==> src/rtl/matrix_input_loader_pkg.sv <==
// ============================================================================
// matrix_input_loader_pkg
// Shared slot indices, operand width and FSM encoding for the operand loader.
// Rev 1.0
// ============================================================================
`default_nettype none

package matrix_input_loader_pkg;

  localparam int OPERAND_W  = 8;
  localparam int SLOT_COUNT = 8;
  localparam int INDEX_W    = 3;

  localparam logic [INDEX_W-1:0] SLOT_A11 = 3'd0;
  localparam logic [INDEX_W-1:0] SLOT_A12 = 3'd1;
  localparam logic [INDEX_W-1:0] SLOT_A21 = 3'd2;
  localparam logic [INDEX_W-1:0] SLOT_A22 = 3'd3;
  localparam logic [INDEX_W-1:0] SLOT_B11 = 3'd4;
  localparam logic [INDEX_W-1:0] SLOT_B12 = 3'd5;
  localparam logic [INDEX_W-1:0] SLOT_B21 = 3'd6;
  localparam logic [INDEX_W-1:0] SLOT_B22 = 3'd7;

  typedef enum logic [0:0] {
    ST_EDIT = 1'b0,
    ST_RUN  = 1'b1
  } loader_state_t;

  // Eight slots fill the index width exactly, so 7 -> 0 falls out of the add.
  function automatic logic [INDEX_W-1:0] next_index(input logic [INDEX_W-1:0] idx);
    return idx + 3'd1;
  endfunction

endpackage

`default_nettype wire

==> src/rtl/matrix_input_loader_button_debouncer.sv <==
// ============================================================================
// button_debouncer
// 2-FF synchroniser, stability counter and one-cycle press pulse on 0->1.
// Rev 1.0
// ============================================================================
`default_nettype none

module button_debouncer #(
  parameter int DEBOUNCE_CYCLES = 1_000_000,
  parameter int CNT_W           = 20
) (
  input  logic clk,
  input  logic rst_n,
  input  logic btn_raw,
  output logic press
);

  localparam logic [CNT_W-1:0] c_cnt_last = CNT_W'(DEBOUNCE_CYCLES - 1);

  logic             r_sync1;
  logic             r_sync2;
  logic             r_stable;
  logic             r_stable_q;
  logic             r_press;
  logic [CNT_W-1:0] r_cnt;

  always_ff @(posedge clk or negedge rst_n) begin
    if (!rst_n) begin
      r_sync1    <= 1'b0;
      r_sync2    <= 1'b0;
      r_stable   <= 1'b0;
      r_stable_q <= 1'b0;
      r_press    <= 1'b0;
      r_cnt      <= '0;
    end else begin
      r_sync1    <= btn_raw;
      r_sync2    <= r_sync1;
      r_stable_q <= r_stable;
      r_press    <= r_stable & ~r_stable_q;
      // Any return to the stable level restarts the count, rejecting glitches.
      if (r_sync2 == r_stable) begin
        r_cnt <= '0;
      end else if (r_cnt == c_cnt_last) begin
        r_stable <= r_sync2;
        r_cnt    <= '0;
      end else begin
        r_cnt <= r_cnt + 1'b1;
      end
    end
  end

  assign press = r_press;

endmodule

`default_nettype wire

==> src/rtl/matrix_input_loader.sv <==
// ============================================================================
// matrix_input_loader
// Button/switch operand entry for the 2x2 systolic array: edit slots, launch, hold.
// Rev 1.0
// ============================================================================
`default_nettype none

module matrix_input_loader
  import matrix_input_loader_pkg::*;
#(
  parameter int DEBOUNCE_CYCLES = 1_000_000,
  parameter int CNT_W           = 20
) (
  input  logic                 clock_100Mhz,
  input  logic                 reset,
  input  logic [OPERAND_W-1:0] sw,
  input  logic                 btn_next,
  input  logic                 btn_load,
  input  logic                 btn_start,
  input  logic                 sa_done,
  output logic [OPERAND_W-1:0] a11,
  output logic [OPERAND_W-1:0] a12,
  output logic [OPERAND_W-1:0] a21,
  output logic [OPERAND_W-1:0] a22,
  output logic [OPERAND_W-1:0] b11,
  output logic [OPERAND_W-1:0] b12,
  output logic [OPERAND_W-1:0] b21,
  output logic [OPERAND_W-1:0] b22,
  output logic                 start,
  output logic                 busy,
  output logic [INDEX_W-1:0]   cur_index,
  output logic [OPERAND_W-1:0] cur_value
);

  logic w_press_next;
  logic w_press_load;
  logic w_press_start;

  button_debouncer #(.DEBOUNCE_CYCLES(DEBOUNCE_CYCLES), .CNT_W(CNT_W)) u_db_next (
    .clk(clock_100Mhz), .rst_n(reset), .btn_raw(btn_next), .press(w_press_next)
  );
  button_debouncer #(.DEBOUNCE_CYCLES(DEBOUNCE_CYCLES), .CNT_W(CNT_W)) u_db_load (
    .clk(clock_100Mhz), .rst_n(reset), .btn_raw(btn_load), .press(w_press_load)
  );
  button_debouncer #(.DEBOUNCE_CYCLES(DEBOUNCE_CYCLES), .CNT_W(CNT_W)) u_db_start (
    .clk(clock_100Mhz), .rst_n(reset), .btn_raw(btn_start), .press(w_press_start)
  );

  logic [OPERAND_W-1:0] r_sw_meta;
  logic [OPERAND_W-1:0] r_sw_sync;
  logic [OPERAND_W-1:0] r_slot [SLOT_COUNT];
  logic [INDEX_W-1:0]   r_index;
  logic                 r_start;
  loader_state_t        r_state;
  loader_state_t        w_state_next;
  logic                 w_write;
  logic                 w_advance;
  logic                 w_launch;
  logic                 w_finish;

  always_ff @(posedge clock_100Mhz or negedge reset) begin
    if (!reset) r_state <= ST_EDIT;
    else        r_state <= w_state_next;
  end

  // Start has priority over editing; a done coincident with start is too early.
  always_comb begin
    w_state_next = r_state;
    w_write      = 1'b0;
    w_advance    = 1'b0;
    w_launch     = 1'b0;
    w_finish     = 1'b0;
    case (r_state)
      ST_EDIT: begin
        if (w_press_start) begin
          w_launch     = 1'b1;
          w_state_next = ST_RUN;
        end else begin
          w_write   = w_press_load;
          w_advance = w_press_next;
        end
      end
      ST_RUN: begin
        if (sa_done && !r_start) begin
          w_finish     = 1'b1;
          w_state_next = ST_EDIT;
        end
      end
    endcase
  end

  always_ff @(posedge clock_100Mhz or negedge reset) begin
    if (!reset) begin
      r_sw_meta <= '0;
      r_sw_sync <= '0;
      r_index   <= '0;
      r_start   <= 1'b0;
      for (int i = 0; i < SLOT_COUNT; i++) r_slot[i] <= '0;
    end else begin
      r_sw_meta <= sw;
      r_sw_sync <= r_sw_meta;
      r_start   <= w_launch;
      if (w_write) r_slot[r_index] <= r_sw_sync;
      if (w_finish)       r_index <= '0;
      else if (w_advance) r_index <= next_index(r_index);
    end
  end

  assign a11       = r_slot[SLOT_A11];
  assign a12       = r_slot[SLOT_A12];
  assign a21       = r_slot[SLOT_A21];
  assign a22       = r_slot[SLOT_A22];
  assign b11       = r_slot[SLOT_B11];
  assign b12       = r_slot[SLOT_B12];
  assign b21       = r_slot[SLOT_B21];
  assign b22       = r_slot[SLOT_B22];
  assign start     = r_start;
  assign busy      = (r_state == ST_RUN);
  assign cur_index = r_index;
  assign cur_value = r_slot[r_index];

endmodule

`default_nettype wire
==> config.mk <==
export PLATFORM = sky130hd
export DESIGN_NAME = matrix_input_loader
export DESIGN_NICKNAME = d
export VERILOG_FILES = /design/src/rtl/matrix_input_loader_pkg.sv /design/src/rtl/matrix_input_loader_button_debouncer.sv /design/src/rtl/matrix_input_loader.sv
export SDC_FILE = /design/constraint.sdc
export NUM_CORES = 1
export LEC_CHECK = 0
export ABC_AREA = 1
export CAP_MARGIN = 20
export CELL_PAD_IN_SITES_DETAIL_PLACEMENT = 1
export CELL_PAD_IN_SITES_GLOBAL_PLACEMENT = 1
export CORE_MARGIN = 2
export CORE_UTILIZATION = 40
export DETAILED_ROUTE_END_ITERATION = 7
export PLACE_DENSITY = 0.86
export SLEW_MARGIN = 20
export SYNTH_ARGS = -nofsm -noshare
export SYNTH_HDL_FRONTEND = slang
export SYNTH_SLANG_ARGS = --single-unit
==> constraint.sdc <==
create_clock -name clock_100Mhz -period 3 [get_ports clock_100Mhz]
set_clock_uncertainty 0.1 [all_clocks]
set_input_delay 0.45 -clock clock_100Mhz [delete_from_list [all_inputs] [get_ports clock_100Mhz]]
set_output_delay 0.45 -clock clock_100Mhz [all_outputs]
set_load 0.02 [all_outputs]
==> flow_summary_export.csv, run 1 <==
group,metric,value,unit
timing,max_freq,347.4,MHz
clock_network,clk_pin_slew,0.07,ns
timing,finalCriticalPeriod,2.878,ns
die,rows,50,
critical_path,start_kind,"flop",
placed_design,place.gp.congestion,0.8485,
clock_network,cts_sinks,160,
yosys,avgSynthCellArea,8.903,µm²
status,status,"completed",
route,wirelength,20340,µm
timing,post-route-period-util,95.94,%
clock_network,cts_tree,"done",
route,avgRoutedWirePerCell,16.99,µm
route,drc,0,
global_route,grt_use_total,21.16,%
yosys,ys.flop_type,"dfrtp_1",
global_route,first_global_vias,6419,
global_route,grt_max_degree,57,
yosys,synth_mux_area_share,0,%
final_layout,drive_above_1_share,11.73,%
timing,finalSetupViolCount,0,
critical_path,critPathArrivalTime,2.33,ns
final_layout,fin_nets,968,
route,first_pass_iters,4,
clock_network,clk_latency,0.43,ns
critical_path,cp_top_family,"buffers and inverters",
clock_network,cts-root-buf,"clkbuf_16",
yosys,synth_area_leader_cell,"dfrtp_1",
die,start_util,40.43,%
yosys,netlist_instances,841,
route,via_per_inst,5.101,
yosys,ys_ff_latch,160,
timing,timing.slew.headroom,62.36,%
yosys,synthesis.nets,859,
placed_design,dp.final_hpwl,14280,µm
power_and_ir_drop,finalPower,4.538,mW
yosys,synth_edf_count,0,
yosys,synth_compound_area_share,8.957,%
critical_path,crit_fanout,9,
critical_path,critPathSlowestCell,"clkdlybuf4s50_1",
yosys,synth_top_family_by_area,"simple AND/OR/NAND/NOR gates",
final_layout,diodes,0,
die,fp.dieW,140.8,µm
die,dieHeight,140.8,µm
final_layout,syn_to_final_growth,23.30,%
power_and_ir_drop,leakagePower,3.995,nW
timing,tightest_slew,0.5645,ns
global_route,grt.overflow.total,0,
die,dieArea,19830,µm²
yosys,synth_fa_ha_area_share,0.6684,%
yosys,synth-async-reset-ratio,100.0,%
timing,fin_hold_ws,0.2482,ns
timing,finalSetupTns,0,ns
worst_hold_path,hp-class,"flop to flop",
critical_path,worstPathRequired,2.45,ns
yosys,synthTopCellsByArea,"dfrtp_1 53%, nand2_1 9.2%, nor2_1 6.9%",
critical_path,crit_path_end_kind,"primary output",
critical_path,crit_chain,"inv_4, nand3_2, inv_2, nand2_1, nand2_1, a21oi_1, nand3_1, clkdlybuf4s50_1",
yosys,yosys.area_share.simple,26.42,%
critical_path,critPathKind,"flop to primary output",
clock_network,htreeDepth,4,
yosys,yosysSeqAreaShare,53.48,%
die,core,18520,µm²
yosys,synth_xor_area_share,4.295,%
global_route,antenna_found_initial,0,
final_layout,utilization,49.85,%
route,first_iter_violations,393,
yosys,yosysWarnings,0,
critical_path,slowest_delay,0.61,ns
final_layout,n_fill_cell,2134,
clock_network,clock_path_buffers,2,
global_route,grt_pass1_wl,33650,µm
clock_network,cts_buffers,17,
route,dr_total_vias,6106,
placed_design,io_buffers,90,
critical_path,cp_num_buf_inv,3,
timing,hold_viol,0,
yosys,ys_types,35,
die,io-pin-count,91,
run,maxCapViolCount,0,
yosys,synth.top_cell.area_share,53.48,%
yosys,synth_area,7487,µm²
timing,drv_slew,0,
route,ant_nets,0,
power_and_ir_drop,irDropWorstVdd,352.7,µV
critical_path,cp_common_cell,"nand2_1",
power_and_ir_drop,p_per_area,491.6,nW/µm²
timing,rsz0062_at_grt,"no",
## report_power, final
part | switching [mW] | internal, mW | total (mW) | leakage [nW]
combinational | 0.145 | 0.0661 | 0.211 | 1.54
sequential | 0.0292 | 2.19 | 2.22 | 2.17
clock | 0.935 | 1.18 | 2.11 | 0.278
## final cells by class
type	instances	area [µm²]	share of cell area, %
sequential	160	4006	43.40
multi-input combinational	582	3020	32.72
timing repair buffer	100	992.2	10.75
clock buffer	18	439.2	4.757
inverter	89	350.3	3.795
tap	234	292.8	3.172
clock inverter	14	130.1	1.410
## layer usage
metal	vias up	wire length [µm]	global-route usage [%]
met5	-	0	0
met4	0	365	6.474
met2	119	10010	35.64
met1	3037	9220	28.43
li1	2919	-	-
met3	31	747	3.159
## worst paths after layout
kind,slack (ns),from,cells past startpoint,to
setup / recovery,0.12,cur_index[1],8,cur_value[2]
hold / removal,0.25,r_sw_meta[5],0,r_sw_sync[5]
setup reg to reg,1.24,u_db_start.r_cnt[0],6,u_db_start.r_cnt[5]
hold reg to reg,0.25,r_sw_meta[5],0,r_sw_sync[5]
max in group asynchronous,1.47,reset,3,cur_index[0]
min in group asynchronous,0.46,reset,2,u_db_next.r_cnt[16]
## repair_timing
item	4_1_cts	5_1_grt
buffers inserted	0	6
endpoints found under the hold margin	53	0
resized for setup	1	1
hold buffers	1	0
endpoints found under the setup margin	1	7
## cell families (layout without fill, tap and decap cells)
family | count (synthesis) | after routing
xor+xnor | 35 | 35
compound gates | 108 | 108
buf+inv | 99 | 221
flops | 160 | 160
simple gates | 435 | 435
fa+ha+maj | 4 | 4
## worst register-to-register path, stage by stage, from the launching register on
cell	delay [ns]
dfrtp_1	0.39
ha_1	0.22
nand3_2	0.13
nor2_2	0.22
nand3_1	0.27
nand2_2	0.25
nor2_1	0.07
## layout by cell type, fill, tap and decap left out, drive strengths merged, types with 8 or more instances in the layout
master         Yosys  final
nand2            194    194
dfrtp            160    160
nor2             152    152
inv               85     91
clkdlybuf4s50      0     89
o21ai             80     80
nand3             72     72
xor2              21     21
clkbuf             0     18
xnor2             14     14
a21oi             11     11
buf               10     10
nand4              9      9
clkinv             4      9
o2bb2ai            8      8
## flip-flops by register name, indices dropped and copies added, names as in the netlist, 8 cells and up
signal and count:
u_db_load.r_cnt 20, u_db_next.r_cnt 20, u_db_start.r_cnt 20, a11 8
a12 8, a21 8, a22 8, b11 8
b12 8, b21 8, b22 8, r_sw_meta 8
r_sw_sync 8
## per-stage QoR
| stage | cells | instance area, µm² | setup WS (ns) |
|---|---|---|---|
| 2_1_floorplan | 841 | 7487 | 1.117 |
| 3_3_place_gp | 1158 | 8605 | 0.5398 |
| 3_5_place_dp | 1158 | 8605 | 0.4811 |
| 4_1_cts | 1191 | 9185 | 0.06828 |
| 5_1_grt | 1197 | 9231 | 0.02801 |
| 6_report | 1197 | 9231 | 0.1217 |
## cell usage after synthesis, types with 4 or more instances
cell       instances
inv_2              6
o21ai_2           19
nand2_1          183
nor2_1           138
dfrtp_1          160
buf_6             10
o211a_1            4
inv_1             76
a21oi_1           11
o21ai_1           25
nand4_1            9
nand2_4            7
xnor2_1           14
nand3_2            6
xor2_1            19
nand2_2            4
ha_1               4
o21ai_0           36
nor2_2             6
nand3_1           63
nor2_4             8
o2bb2ai_1          8
(Power assumes the default switching activity.)
==> inputs of run 2 (changes only) <==
--- a/config.mk
+++ b/config.mk
@@ -12,6 +12,7 @@
 export CORE_MARGIN = 2
 export CORE_UTILIZATION = 40
 export DETAILED_ROUTE_END_ITERATION = 7
+export MAX_ROUTING_LAYER = met4
 export PLACE_DENSITY = 0.86
 export SLEW_MARGIN = 20
 export SYNTH_ARGS = -nofsm -noshare
==> flow_summary_export.csv, run 2 (synthesis gave the netlist of run 1 again) <==
group,metric,value,unit
critical_path,worstRegToRegCells,6,
critical_path,critPathArrivalTime,2.33,ns
clock_network,cts_buffers,17,
timing,finalSetupViolCount,0,
route,drc,0,
critical_path,crit_start,"cur_index[1]",
final_layout,drive_above_1_share,11.73,%
route,first_pass_iters,4,
worst_hold_path,hold_path.startpoint,"r_sw_meta[7]",
global_route,grt.overflow.total,0,
global_route,grt_max_degree,57,
final_layout,multi_input_area,3020,µm²
route,avgRoutedWirePerCell,17.08,µm
final_layout,diodes,0,
timing,drv_slew,0,
power_and_ir_drop,p_sw_share,24.64,%
global_route,grt_use_total,21.79,%
timing,fin_hold_ws,0.2474,ns
power_and_ir_drop,finalPower,4.551,mW
global_route,antenna_found_initial,0,
status,status,"completed",
critical_path,rr_startpoint,"u_db_start.r_cnt[0]",
placed_design,place_area,8605,µm²
timing,max_freq,347.4,MHz
critical_path,cp_num_buf_inv,3,
final_layout,reg_top3,"u_db_load.r_cnt (20), u_db_next.r_cnt (20), u_db_start.r_cnt (20)",
critical_path,crit_fanout,9,
die,dieArea,19830,µm²
timing,timing.slew.headroom,62.46,%
critical_path,critPathKind,"flop to primary output",
critical_path,worstPathRequired,2.45,ns
critical_path,ff2ff_setup_slack,1.21,ns
power_and_ir_drop,irDropWorstVdd,354.5,µV
clock_network,htreeDepth,4,
placed_design,pre_cts_slack,0.4811,ns
global_route,first_global_vias,6406,
timing,tightest_slew,0.5630,ns
die,dieHeight,140.8,µm
die,start_util,40.43,%
placed_design,io_buffers,90,
route,via_per_inst,5.129,
route,wirelength,20450,µm
power_and_ir_drop,p_per_area,493.0,nW/µm²
critical_path,crit_path_end_kind,"primary output",
die,fp.dieW,140.8,µm
power_and_ir_drop,seqPwrFrac,48.7,%
critical_path,cp_common_cell,"nand2_1",
power_and_ir_drop,combPwrFrac,4.6,%
route,ant_nets,0,
critical_path,worst_r2r_endpoint,"u_db_start.r_cnt[18]",
timing,rsz0062_at_grt,"no",
critical_path,worstSetupPathDepth,8,
critical_path,critPathSlowestCell,"clkdlybuf4s50_1",
die,rows,50,
timing,post-route-period-util,95.96,%
route,first_iter_violations,362,
placed_design,dp.cells,1158,
critical_path,start_kind,"flop",
power_and_ir_drop,clkPwrFrac,46.7,%
placed_design,place.gp.congestion,0.8676,
worst_hold_path,hp-class,"flop to flop",
power_and_ir_drop,leakagePower,3.995,nW
timing,hold_viol,0,
clock_network,clk_pin_slew,0.07,ns
clock_network,clk_latency,0.43,ns
final_layout,mostFrequentLayoutCells,"183 x nand2_1, 158 x dfrtp_1, 138 x nor2_1",
critical_path,cp_top_family,"buffers and inverters",
die,core,18520,µm²
timing,fin_ws,0.1211,ns
final_layout,syn_to_final_growth,23.30,%
die,io-pin-count,91,
run,maxCapViolCount,0,
critical_path,endpoint,"cur_value[2]",
clock_network,clock_path_buffers,2,
final_layout,final_common_cell,"nand2_1",
final_layout,fin_nets,968,
final_layout,register_area,4006,µm²
clock_network,cts_sinks,160,
critical_path,crit_chain,"inv_4, nand3_2, inv_2, nand2_1, nand2_1, a21oi_1, nand3_1, clkdlybuf4s50_1",
clock_network,cts_tree,"done",
final_layout,fin_cells,1197,
power_and_ir_drop,switchingPower,1.121,mW
critical_path,slowest_delay,0.61,ns
final_layout,n_fill_cell,2134,
power_and_ir_drop,intPower,3.430,mW
global_route,grt_pass1_wl,33620,µm
clock_network,cts-root-buf,"clkbuf_16",
route,dr_total_vias,6139,
final_layout,stdcell_area,9231,µm²
placed_design,dp.final_hpwl,14280,µm
timing,finalSetupTns,0,ns
final_layout,utilization,49.85,%
timing,finalCriticalPeriod,2.879,ns
==> run 2: how the worst min path moves through the flow <==
stage,to,slack (ns),cells past startpoint
after floorplan,a11[0],0.05,0
after global placement,u_db_load.r_sync2,0.23,0
after detailed placement,r_sw_sync[2],0.24,0
after CTS,r_sw_sync[7],0.25,0
after global routing,r_sw_sync[3],0.26,0
final,r_sw_sync[7],0.25,0
==> run 2: timing repair <==
item                                   CTS  global route
hold buffers                             1             0
endpoints found under the hold margin   53             0
buffers inserted                         0             6
resized for setup                        1             1
setup endpoints to repair                1             7
==> run 2: power by group through the flow <==
stage | combinational, mW | sequential, mW | clock [mW]
after detailed placement | 0.197 | 2.26 | 0
after CTS | 0.200 | 2.22 | 2.14
after floorplan | 0.0963 | 2.25 | 0
final | 0.211 | 2.22 | 2.12
after global routing | 0.235 | 2.22 | 2.23
after global placement | 0.193 | 2.26 | 0
==> run 2: worst reg2reg max path, cell delays in order (launching register included) <==
cell and delay (ns):
dfrtp_1 0.39, ha_1 0.22, nand3_2 0.13, nor2_2 0.23
nand3_1 0.28, nand2_2 0.25, nor2_1 0.07
==> run 2: layout make-up <==
type                            instances  area share (%)
Sequential cell                       160           43.40
Multi-Input combinational cell        582           32.72
Timing Repair Buffer                  100           10.75
Clock buffer                           18           4.757
Inverter                               89           3.795
Tap cell                              234           3.172
Clock inverter                         14           1.410
==> run 2: per-layer routing <==
metal	up-vias	part of all wire (%)	GRT usage, %
met3	28	3.2	3.397
met5	-	0	-
met2	130	49	35.53
li1	2920	-	-
met1	3061	46	28.57
met4	0	1.8	6.000
